--- src/rtl/nfc_command_arbiter_if.sv ---
// -----------------------------------------------------------------------------
// nfc_command_arbiter_if
// Bundles the requester-side command/data signals and the ACG-side command bus
// of the NFC command arbiter.
//   slave  : arbiter view (requests and ACG status in, grant and ACG bus out)
//   master : requester/ACG environment view (the mirror of slave)
// Per-requester fields are packed; requester i owns slice [W*i +: W].
// -----------------------------------------------------------------------------
interface nfc_command_arbiter_if #(
    parameter int unsigned NumberOfWays       = 4,
    parameter int unsigned NumberOfRequesters = 4
);
    localparam int unsigned NR = NumberOfRequesters;

    // Requester side
    logic [NR-1:0]              iReq;
    logic [8*NR-1:0]            iReqCommand;
    logic [3*NR-1:0]            iReqCommandOption;
    logic [NumberOfWays*NR-1:0] iReqTargetWay;
    logic [16*NR-1:0]           iReqNumOfData;
    logic [NR-1:0]              iReqCASelect;
    logic [40*NR-1:0]           iReqCAData;
    logic [16*NR-1:0]           iReqWriteData;
    logic [NR-1:0]              iReqWriteLast;
    logic [NR-1:0]              iReqWriteValid;
    logic [NR-1:0]              iReqReadReady;

    // ACG status
    logic                       iACG_Ready;
    logic                       iACG_LastStep;

    // Arbiter outputs
    logic [NR-1:0]              oGrant;
    logic                       oBusy;
    logic [7:0]                 oACG_Command;
    logic [2:0]                 oACG_CommandOption;
    logic [NumberOfWays-1:0]    oACG_TargetWay;
    logic [15:0]                oACG_NumOfData;
    logic                       oACG_CASelect;
    logic [39:0]                oACG_CAData;
    logic [15:0]                oACG_WriteData;
    logic                       oACG_WriteLast;
    logic                       oACG_WriteValid;
    logic                       oACG_ReadReady;

    modport slave (
        input  iReq, iReqCommand, iReqCommandOption, iReqTargetWay, iReqNumOfData,
               iReqCASelect, iReqCAData, iReqWriteData, iReqWriteLast, iReqWriteValid,
               iReqReadReady, iACG_Ready, iACG_LastStep,
        output oGrant, oBusy, oACG_Command, oACG_CommandOption, oACG_TargetWay,
               oACG_NumOfData, oACG_CASelect, oACG_CAData, oACG_WriteData,
               oACG_WriteLast, oACG_WriteValid, oACG_ReadReady
    );

    modport master (
        output iReq, iReqCommand, iReqCommandOption, iReqTargetWay, iReqNumOfData,
               iReqCASelect, iReqCAData, iReqWriteData, iReqWriteLast, iReqWriteValid,
               iReqReadReady, iACG_Ready, iACG_LastStep,
        input  oGrant, oBusy, oACG_Command, oACG_CommandOption, oACG_TargetWay,
               oACG_NumOfData, oACG_CASelect, oACG_CAData, oACG_WriteData,
               oACG_WriteLast, oACG_WriteValid, oACG_ReadReady
    );
endinterface

--- src/rtl/nfc_command_arbiter.sv ---
// -----------------------------------------------------------------------------
// nfc_command_arbiter
// Round-robin arbiter giving NumberOfRequesters command generators exclusive
// use of a single ACG command port. The winner's command fields are latched at
// grant time and held until the command completes; data-phase signals are
// passed through combinationally from the current owner.
// Ports:
//   iSystemClock : clock, rising edge
//   iReset_n     : asynchronous active-low reset
//   bus          : nfc_command_arbiter_if.slave (requests, ACG status, ACG bus)
// -----------------------------------------------------------------------------
module nfc_command_arbiter #(
    parameter int unsigned NumberOfWays       = 4,
    parameter int unsigned NumberOfRequesters = 4
) (
    input logic                  iSystemClock,
    input logic                  iReset_n,
    nfc_command_arbiter_if.slave bus
);
    localparam int unsigned NR   = NumberOfRequesters;
    localparam int unsigned IdxW = (NR > 1) ? $clog2(NR) : 1;

    typedef enum logic [1:0] {StIdle, StIssue, StBusy, StRelease} state_e;

    state_e                  state_q, state_d;
    logic [IdxW-1:0]         owner_q, owner_d;
    logic [IdxW-1:0]         last_q, last_d;
    logic [7:0]              cmd_q, cmd_d;
    logic [2:0]              opt_q, opt_d;
    logic [NumberOfWays-1:0] way_q, way_d;
    logic [15:0]             nod_q, nod_d;
    logic                    casel_q, casel_d;
    logic [39:0]             cadata_q, cadata_d;

    // Per-requester views of the packed request fields
    logic [7:0]              req_cmd    [NR];
    logic [2:0]              req_opt    [NR];
    logic [NumberOfWays-1:0] req_way    [NR];
    logic [15:0]             req_nod    [NR];
    logic                    req_casel  [NR];
    logic [39:0]             req_cadata [NR];
    logic [15:0]             req_wdata  [NR];
    logic                    req_wlast  [NR];
    logic                    req_wvalid [NR];
    logic                    req_rready [NR];

    for (genvar g = 0; g < NR; g++) begin : g_unpack
        assign req_cmd[g]    = bus.iReqCommand[8*g +: 8];
        assign req_opt[g]    = bus.iReqCommandOption[3*g +: 3];
        assign req_way[g]    = bus.iReqTargetWay[NumberOfWays*g +: NumberOfWays];
        assign req_nod[g]    = bus.iReqNumOfData[16*g +: 16];
        assign req_casel[g]  = bus.iReqCASelect[g];
        assign req_cadata[g] = bus.iReqCAData[40*g +: 40];
        assign req_wdata[g]  = bus.iReqWriteData[16*g +: 16];
        assign req_wlast[g]  = bus.iReqWriteLast[g];
        assign req_wvalid[g] = bus.iReqWriteValid[g];
        assign req_rready[g] = bus.iReqReadReady[g];
    end

    // Round-robin search starting just after the last owner
    logic            win_found;
    logic [IdxW-1:0] win_idx;
    int unsigned     cand;
    logic [IdxW-1:0] cand_idx;

    always_comb begin
        win_found = 1'b0;
        win_idx   = '0;
        cand      = 0;
        cand_idx  = '0;
        for (int unsigned i = 0; i < NR; i++) begin
            cand     = (32'(last_q) + 32'd1 + i) % NR;
            cand_idx = IdxW'(cand);
            if (!win_found && bus.iReq[cand_idx]) begin
                win_found = 1'b1;
                win_idx   = cand_idx;
            end
        end
    end

    always_comb begin
        state_d  = state_q;
        owner_d  = owner_q;
        last_d   = last_q;
        cmd_d    = cmd_q;
        opt_d    = opt_q;
        way_d    = way_q;
        nod_d    = nod_q;
        casel_d  = casel_q;
        cadata_d = cadata_q;
        unique case (state_q)
            StIdle: begin
                if (bus.iACG_Ready && win_found) begin
                    state_d  = StIssue;
                    owner_d  = win_idx;
                    cmd_d    = req_cmd[win_idx];
                    opt_d    = req_opt[win_idx];
                    way_d    = req_way[win_idx];
                    nod_d    = req_nod[win_idx];
                    casel_d  = req_casel[win_idx];
                    cadata_d = req_cadata[win_idx];
                end
            end
            StIssue: begin
                // Completion wins over acceptance so zero-length commands skip BUSY
                if (bus.iACG_LastStep) begin
                    state_d = StRelease;
                end else if (!bus.iACG_Ready) begin
                    state_d = StBusy;
                end
            end
            StBusy: begin
                if (bus.iACG_LastStep) begin
                    state_d = StRelease;
                end
            end
            StRelease: begin
                last_d  = owner_q;
                state_d = StIdle;
            end
            default: state_d = StIdle;
        endcase
    end

    always_ff @(posedge iSystemClock or negedge iReset_n) begin
        if (!iReset_n) begin
            state_q  <= StIdle;
            owner_q  <= '0;
            last_q   <= IdxW'(NR - 1);
            cmd_q    <= '0;
            opt_q    <= '0;
            way_q    <= '0;
            nod_q    <= '0;
            casel_q  <= 1'b1;
            cadata_q <= '0;
        end else begin
            state_q  <= state_d;
            owner_q  <= owner_d;
            last_q   <= last_d;
            cmd_q    <= cmd_d;
            opt_q    <= opt_d;
            way_q    <= way_d;
            nod_q    <= nod_d;
            casel_q  <= casel_d;
            cadata_q <= cadata_d;
        end
    end

    // Outputs decode from the state register so reset forces the idle bus at once
    always_comb begin
        bus.oGrant             = '0;
        bus.oBusy              = (state_q != StIdle);
        bus.oACG_Command       = 8'h00;
        bus.oACG_CommandOption = '0;
        bus.oACG_TargetWay     = '0;
        bus.oACG_NumOfData     = '0;
        bus.oACG_CASelect      = 1'b1;
        bus.oACG_CAData        = '0;
        bus.oACG_WriteData     = '0;
        bus.oACG_WriteLast     = 1'b0;
        bus.oACG_WriteValid    = 1'b0;
        bus.oACG_ReadReady     = 1'b0;
        if (state_q == StIssue || state_q == StBusy) begin
            bus.oGrant[owner_q]    = 1'b1;
            bus.oACG_Command       = cmd_q;
            bus.oACG_CommandOption = opt_q;
            bus.oACG_TargetWay     = way_q;
            bus.oACG_NumOfData     = nod_q;
            bus.oACG_CASelect      = casel_q;
            bus.oACG_CAData        = cadata_q;
            bus.oACG_WriteData     = req_wdata[owner_q];
            bus.oACG_WriteLast     = req_wlast[owner_q];
            bus.oACG_WriteValid    = req_wvalid[owner_q];
            bus.oACG_ReadReady     = req_rready[owner_q];
        end
    end
endmodule

--- src/flat_wrapper.sv ---
// flat-port wrapper written by rule: the top's interface ports become plain ports
module nfc_command_arbiter_flat 
#(
    parameter int unsigned NumberOfWays       = 4,
    parameter int unsigned NumberOfRequesters = 4
)
  (iSystemClock, iReset_n, bus_iReq, bus_iReqCommand, bus_iReqCommandOption, bus_iReqTargetWay, bus_iReqNumOfData, bus_iReqCASelect, bus_iReqCAData, bus_iReqWriteData, bus_iReqWriteLast, bus_iReqWriteValid, bus_iReqReadReady, bus_iACG_Ready, bus_iACG_LastStep, bus_oGrant, bus_oBusy, bus_oACG_Command, bus_oACG_CommandOption, bus_oACG_TargetWay, bus_oACG_NumOfData, bus_oACG_CASelect, bus_oACG_CAData, bus_oACG_WriteData, bus_oACG_WriteLast, bus_oACG_WriteValid, bus_oACG_ReadReady);
  nfc_command_arbiter_if #(.NumberOfWays(NumberOfWays), .NumberOfRequesters(NumberOfRequesters)) bus_i ();
  input logic iSystemClock;
  input logic iReset_n;
  input wire logic [$bits(bus_i.iReq)-1:0] bus_iReq;
  input wire logic [$bits(bus_i.iReqCommand)-1:0] bus_iReqCommand;
  input wire logic [$bits(bus_i.iReqCommandOption)-1:0] bus_iReqCommandOption;
  input wire logic [$bits(bus_i.iReqTargetWay)-1:0] bus_iReqTargetWay;
  input wire logic [$bits(bus_i.iReqNumOfData)-1:0] bus_iReqNumOfData;
  input wire logic [$bits(bus_i.iReqCASelect)-1:0] bus_iReqCASelect;
  input wire logic [$bits(bus_i.iReqCAData)-1:0] bus_iReqCAData;
  input wire logic [$bits(bus_i.iReqWriteData)-1:0] bus_iReqWriteData;
  input wire logic [$bits(bus_i.iReqWriteLast)-1:0] bus_iReqWriteLast;
  input wire logic [$bits(bus_i.iReqWriteValid)-1:0] bus_iReqWriteValid;
  input wire logic [$bits(bus_i.iReqReadReady)-1:0] bus_iReqReadReady;
  input wire logic [$bits(bus_i.iACG_Ready)-1:0] bus_iACG_Ready;
  input wire logic [$bits(bus_i.iACG_LastStep)-1:0] bus_iACG_LastStep;
  output wire logic [$bits(bus_i.oGrant)-1:0] bus_oGrant;
  output wire logic [$bits(bus_i.oBusy)-1:0] bus_oBusy;
  output wire logic [$bits(bus_i.oACG_Command)-1:0] bus_oACG_Command;
  output wire logic [$bits(bus_i.oACG_CommandOption)-1:0] bus_oACG_CommandOption;
  output wire logic [$bits(bus_i.oACG_TargetWay)-1:0] bus_oACG_TargetWay;
  output wire logic [$bits(bus_i.oACG_NumOfData)-1:0] bus_oACG_NumOfData;
  output wire logic [$bits(bus_i.oACG_CASelect)-1:0] bus_oACG_CASelect;
  output wire logic [$bits(bus_i.oACG_CAData)-1:0] bus_oACG_CAData;
  output wire logic [$bits(bus_i.oACG_WriteData)-1:0] bus_oACG_WriteData;
  output wire logic [$bits(bus_i.oACG_WriteLast)-1:0] bus_oACG_WriteLast;
  output wire logic [$bits(bus_i.oACG_WriteValid)-1:0] bus_oACG_WriteValid;
  output wire logic [$bits(bus_i.oACG_ReadReady)-1:0] bus_oACG_ReadReady;
  assign bus_i.iReq = bus_iReq;
  assign bus_i.iReqCommand = bus_iReqCommand;
  assign bus_i.iReqCommandOption = bus_iReqCommandOption;
  assign bus_i.iReqTargetWay = bus_iReqTargetWay;
  assign bus_i.iReqNumOfData = bus_iReqNumOfData;
  assign bus_i.iReqCASelect = bus_iReqCASelect;
  assign bus_i.iReqCAData = bus_iReqCAData;
  assign bus_i.iReqWriteData = bus_iReqWriteData;
  assign bus_i.iReqWriteLast = bus_iReqWriteLast;
  assign bus_i.iReqWriteValid = bus_iReqWriteValid;
  assign bus_i.iReqReadReady = bus_iReqReadReady;
  assign bus_i.iACG_Ready = bus_iACG_Ready;
  assign bus_i.iACG_LastStep = bus_iACG_LastStep;
  assign bus_oGrant = bus_i.oGrant;
  assign bus_oBusy = bus_i.oBusy;
  assign bus_oACG_Command = bus_i.oACG_Command;
  assign bus_oACG_CommandOption = bus_i.oACG_CommandOption;
  assign bus_oACG_TargetWay = bus_i.oACG_TargetWay;
  assign bus_oACG_NumOfData = bus_i.oACG_NumOfData;
  assign bus_oACG_CASelect = bus_i.oACG_CASelect;
  assign bus_oACG_CAData = bus_i.oACG_CAData;
  assign bus_oACG_WriteData = bus_i.oACG_WriteData;
  assign bus_oACG_WriteLast = bus_i.oACG_WriteLast;
  assign bus_oACG_WriteValid = bus_i.oACG_WriteValid;
  assign bus_oACG_ReadReady = bus_i.oACG_ReadReady;
  nfc_command_arbiter #(.NumberOfWays(NumberOfWays), .NumberOfRequesters(NumberOfRequesters)) u_core (.iSystemClock(iSystemClock), .iReset_n(iReset_n), .bus(bus_i));
endmodule
--- config.mk ---
export PLATFORM = sky130hd
export DESIGN_NAME = nfc_command_arbiter_flat
export DESIGN_NICKNAME = d
export VERILOG_FILES = /design/src/rtl/nfc_command_arbiter_if.sv /design/src/rtl/nfc_command_arbiter.sv /design/src/flat_wrapper.sv
export SDC_FILE = /design/constraint.sdc
export NUM_CORES = 1
export LEC_CHECK = 0
export CAP_MARGIN = 5
export CORE_AREA = 4 4 180 182
export CTS_CLUSTER_DIAMETER = 30
export CTS_CLUSTER_SIZE = 40
export DETAILED_ROUTE_END_ITERATION = 16
export DIE_AREA = 0 0 184 186
export GPL_ROUTABILITY_DRIVEN = 0
export GPL_TIMING_DRIVEN = 1
export PLACE_DENSITY = 0.62
export SETUP_SLACK_MARGIN = 0.4
export SLEW_MARGIN = 20
export SYNTH_ARGS = -nofsm -noshare
export SYNTH_HDL_FRONTEND = slang
export SYNTH_SLANG_ARGS = --single-unit
--- constraint.sdc ---
create_clock -name iSystemClock -period 3 [get_ports iSystemClock]
set_clock_uncertainty 0.2 [all_clocks]
set_input_delay 0.6 -clock iSystemClock [delete_from_list [all_inputs] [get_ports iSystemClock]]
set_output_delay 0.6 -clock iSystemClock [all_outputs]
set_load 0.02 [all_outputs]
---- Yosys cells after proc, flatten, opt, wreduce, memory -nomap -nowiden ----
Index checks and enable logic that the tools add are counted.
word-level totals
  register bits ........................... 78
  output and inout bits ................... 96
  memory bits (writable) .................. 0
  bits in read-only memories .............. 0
  logic and storage cells ................. 106
  memories ................................ 0
  bits in latches ......................... 0
  input bits .............................. 372
operators by class
  muxes and demuxes ....................... 64
  divide/modulo/power cells ............... 0
  equality and inequality tests ........... 6
  bitwise logic cells ..................... 2
  shift operators ......................... 0
  $lt $le $gt $ge ......................... 8
  reductions and logical operators ........ 13
  add/subtract/negate cells ............... 4
  multipliers ............................. 0
operator list
  kind                                                                           number
  40-bit 2-to-1 mux                                                              3
  16-bit 2-to-1 mux                                                              6
  40-bit binary-select mux with 2-bit select                                     1
  16-bit binary-select mux with 2-bit select                                     2
  8-bit 2-to-1 mux                                                               3
  1-bit 2-to-1 mux                                                               21
  1-bit binary-select mux with 2-bit select                                      8
  8-bit binary-select mux with 2-bit select                                      1
  2-bit 2-to-1 mux                                                               8
  4-bit 2-to-1 mux                                                               4
  2-bit by 3-bit less-than comparator with 1-bit output (second input constant)  5
  3-bit 2-to-1 mux                                                               3
  4-bit binary-select mux with 2-bit select                                      1
  2-bit one-hot mux with 4 select lines                                          1
  3-bit binary-select mux with 2-bit select                                      1
  3-bit greater-or-equal comparator (second input constant)                      2
  2-bit inverter with 3-bit output                                               2
  1-bit logical AND                                                              5
  2-bit by 1-bit adder with 2-bit output (second input constant)                 2
  2-bit adder (second input constant)                                            2
  2-bit == test (second input constant)                                          2
  1-bit zero test                                                                3
  3-bit != test (second input constant)                                          1
  3-bit AND reduction                                                            1
  other kinds (9)                                                                9

---- Logic depth before layout (Yosys ltp) ----
  depth in word-level cells ............... 17
  depth in mapped cells ................... 8

---- Worst setup path after synthesis ----
OpenSTA, ideal clock, no wires.
  path kind ............................... register to output
  start point ............................. reg u_core.owner_q[0]
  end point ............................... out bus_oACG_WriteData[10]
  stages on the path, launching flop included .. 5
  slack ................................... 473 ps
  arrival time ............................ 1,727 ps
  data required time ...................... 2,200 ps
  cells stage by stage .................... dfrtp_1 clkbuf_1 buf_2 mux4_2 and2_1
between the ends
  word-level cells in the longest chain between the ends .. 5
ends and longest elaborated chain
  what                                                    RTL line                    RTL
  start: declaration                                      nfc_command_arbiter.sv:26   logic [IdxW-1:0] owner_q, owner_d;
  start signal: assignment                                nfc_command_arbiter.sv:138  owner_q <= owner_d;
  2-bit inverter with 3-bit output (implied by the code)  nfc_command_arbiter.sv:171  bus.oACG_WriteData = req_wdata[owner_q];
  16-bit binary-select mux with 2-bit select              nfc_command_arbiter.sv:171
  16-bit 2-to-1 mux (implied by the code) (2 in a row)    nfc_command_arbiter.sv:171
  16-bit 2-to-1 mux                                       nfc_command_arbiter.sv:163  if (state_q == StIssue || state_q == StBusy) begin
  end: declaration                                        flat_wrapper.sv:32          output wire logic [$bits(bus_i.oACG_WriteData)-1:0] bus_oACG_WriteData;
No other way between the ends. The select of a mux whose other input is x is not followed.

---- Worst setup path after layout ----
  start point ............................. in bus_iReqWriteLast[0]
  end point ............................... out bus_oACG_WriteLast
between the ends
  word-level cells in the longest chain between the ends .. 4
ends and longest elaborated chain
  what                                                 RTL line                    RTL
  start: declaration                                   flat_wrapper.sv:19          input wire logic [$bits(bus_i.iReqWriteLast)-1:0] bus_iReqWriteLast;
  1-bit binary-select mux with 2-bit select            nfc_command_arbiter.sv:172  bus.oACG_WriteLast = req_wlast[owner_q];
  1-bit 2-to-1 mux (implied by the code) (2 in a row)  nfc_command_arbiter.sv:172
  1-bit 2-to-1 mux                                     nfc_command_arbiter.sv:163
  end: declaration                                     flat_wrapper.sv:33          output wire logic [$bits(bus_i.oACG_WriteLast)-1:0] bus_oACG_WriteLast;
No other way between the ends. The select of a mux whose other input is x is not followed.

==> reports/metrics.cfg <==
[die]
ios=468
core_um2=30600
fp-row-count=64
fp.dieW_um=184
fp.dieArea_um2=34200
initial_core_util_pct=19.8
die_h_um=186

[timing]
finalMaxSlewViolations=0
worstMarginPinSlew_ns=0.637
min_period_ns=2.65
hold_viol=0
finalSetupViolations=0
max_slew_margin_pct=57.5
tns_ns=0
fmax_mhz=378
setup_slack_ns=0.354
post-route-period-util_pct=88.2
rsz0062_at_grt=yes

[synth]
yosys-top-cells-area=dfrtp_1 31%, mux2i_1 16%, and2_1 9.3%
yosysTopAreaCell=dfrtp_1
synth.top_cell.area_share_pct=31.0
avgSynthCellArea_um2=9.52
ys_ff_latch=78
yosys_warnings=0
syn_nets=1012
synthCells=635
ys_types=41
yosysSeqAreaShare_pct=32.3
syn_area_um2=6050

[place]
place_ws_ns=-0.169
port_buffers=467
hpwl_mm=25.2
placed_cells=1480

[worst_setup_path]
critPathMaxStageDelay_ns=0.53
crit_slowest_cell=mux4_2
worstPathRequired_ns=2.20
path_max_fanout=1
end_kind=output port
reg2reg_depth=8
path_cells=clkdlybuf4s50_1 -> mux4_2 -> and2_4 -> buf_6
r2r-start=u_core.last_q[1]
criticalPathCategory=in2out
critPathLaunchType=input pin
cp.arrival_ns=1.85
r2r_slack_ns=0.72
r2r_end=u_core.cadata_q[26]

[layout]
instances_no_fill=1516
final_common_cell=clkdlybuf4s50_1
final_cell_mix=359 x clkdlybuf4s50_1, 94 x mux2i_1, 74 x dfrtp_1, 65 x and2_1, 61 x o211ai_1
fin_nets=1492
drive_above_1_share_pct=21.3
syn2layout_area_growth_pct=101
n_antenna_cell=0

[drt]
firstDrtPassIters=4
post_drt_wl_per_cell_um=21.9
ant_nets=0
drt_wl_total_mm=33.1
via_per_inst=4.66
first_iter_violations=298
vias=7072
route.detailed.drc=0

[clock_network]
cts_max_level=3
cts-root-buf=clkbuf_16
clk_pin_slew_ns=0.07
clk_latency_ns=0.34
cts_tree=done
cts.path.max_buffers=2
clock_sinks=78
cts-buffers-inserted=9

[flow_run]
drv_cap=0

[pwr]
fin_total_pwr_mw=11.7
ir_worst_vdd_v=0.000366
p_per_area_nw_per_um2=965
p_leak_nw=5.02

[grt]
grt.total_usage_pct=17.6
grt_pass1_wl_mm=45.9
grt_max_degree=46
overflow=0
grt_pass1_vias=7459
antenna_found_initial=1

[min_path]
hold_class=in2async

[run_status]
status=finished clean

## cell families (layout without fill, tap and decap cells)
| logic type | count (synthesis) | after routing | synth area share (%) |
|---|---|---|---|
| AOI/OAI and AO/OA | 170 | 170 | 21.4 |
| adders and majority gates | 5 | 5 | 1.03 |
| buffers and inverters | 67 | 552 | 4.84 |
| DFF | 78 | 78 | 32.3 |
| muxes | 115 | 115 | 23.0 |
| and+or+nand+nor | 200 | 200 | 17.4 |
## timing repair
action                     in CTS  in global routing
pin swaps                      15                  7
gates cloned                    4                  3
resized for setup             340                 59
setup endpoints to repair     147                124
buffers inserted                7                  6
hold buffers                    0                  0
## where the power goes
group          total, mW  switching [mW]  internal [mW]
clock               1.22           0.488          0.733
sequential          1.87           0.288           1.58
combinational       8.64            4.37           4.27
total               11.7            5.15           6.59
## how the worst max path moves through the flow
stage / cells past startpoint / end / slack (ns) / start
2_1_floorplan: 4 / bus_oACG_WriteData[10] / 0.47 / u_core.owner_q[0]
3_3_place_gp: 4 / bus_oACG_WriteData[5] / -0.12 / bus_iReqWriteData[37]
3_5_place_dp: 6 / u_core.cadata_q[5] / -0.17 / bus_iReq[0]
4_1_cts: 5 / bus_oACG_WriteLast / 0.32 / u_core.owner_q[0]
5_1_grt: 6 / bus_oACG_CAData[5] / 0.30 / u_core.state_q[1]
6_report: 4 / bus_oACG_WriteLast / 0.35 / bus_iReqWriteLast[0]
## sequential cells by signal, summed over array words and instances, names as in the netlist
| register | flops |
|---|---|
| u_core.cmd_q | 8 |
| u_core.last_q | 2 |
| u_core.owner_q | 2 |
| u_core.state_q | 2 |
| u_core.casel_q | 1 |
| u_core.opt_q | 3 |
| u_core.nod_q | 16 |
| u_core.way_q | 4 |
| u_core.cadata_q | 40 |
## synthesized netlist by cell type (all sizes together)
master,count
mux2,1
and2,90
nor3b,1
nor2b,1
nor3,21
a22oi,31
a21bo,1
or3,1
mux2i,95
a31oi,1
dfstp,3
buf,23
dfrtp,75
nor2,26
clkbuf,40
o21a,1
nand2b,4
and3,1
a21oi,4
o221ai,22
nand3b,1
a21o,1
o21ai,6
o211ai,61
nand2,49
inv,4
or2,1
nand4,1
a211oi,41
and4,1
mux4,19
ha,5
nand3,1
and3b,1
o41ai,1
## metal layers
metal / part of all wire [%] / vias up / wire length, um / global-route usage [%]
met5: 0 / - / 0 / 0
met4: 1.8 / 0 / 608 / 4.08
met3: 8.4 / 32 / 2790 / 4.63
met2: 52 / 306 / 17400 / 33.1
met1: 37 / 3372 / 12400 / 19.9
li1: - / 3362 / - / -
## worst max-delay path, delay by kind of cell
kind,cells,cell delay (ns)
and+or+nand+nor,1,0.17
muxes,1,0.53
buffers and inverters,2,0.54
## metrics by stage
stage,util [%],hold slack (ns),instance area (um2)
CTS,39.3,0.0270,12000
global route,39.8,0.0465,12200
finish,39.8,0.0234,12200
global placement,37.5,0.263,11500
detailed placement,37.5,0.268,11500
floorplan,-,0.104,6050
## layout make-up
type | instances | area (um2)
Fill cell | 3011 | 18400
Inverter | 4 | 15.0
Clock inverter | 5 | 83.8
Clock buffer | 11 | 233
Timing Repair Buffer | 532 | 5440
Multi-Input combinational cell | 490 | 3930
Sequential cell | 78 | 1960
Tap cell | 396 | 495
(Power assumes the default switching activity.)
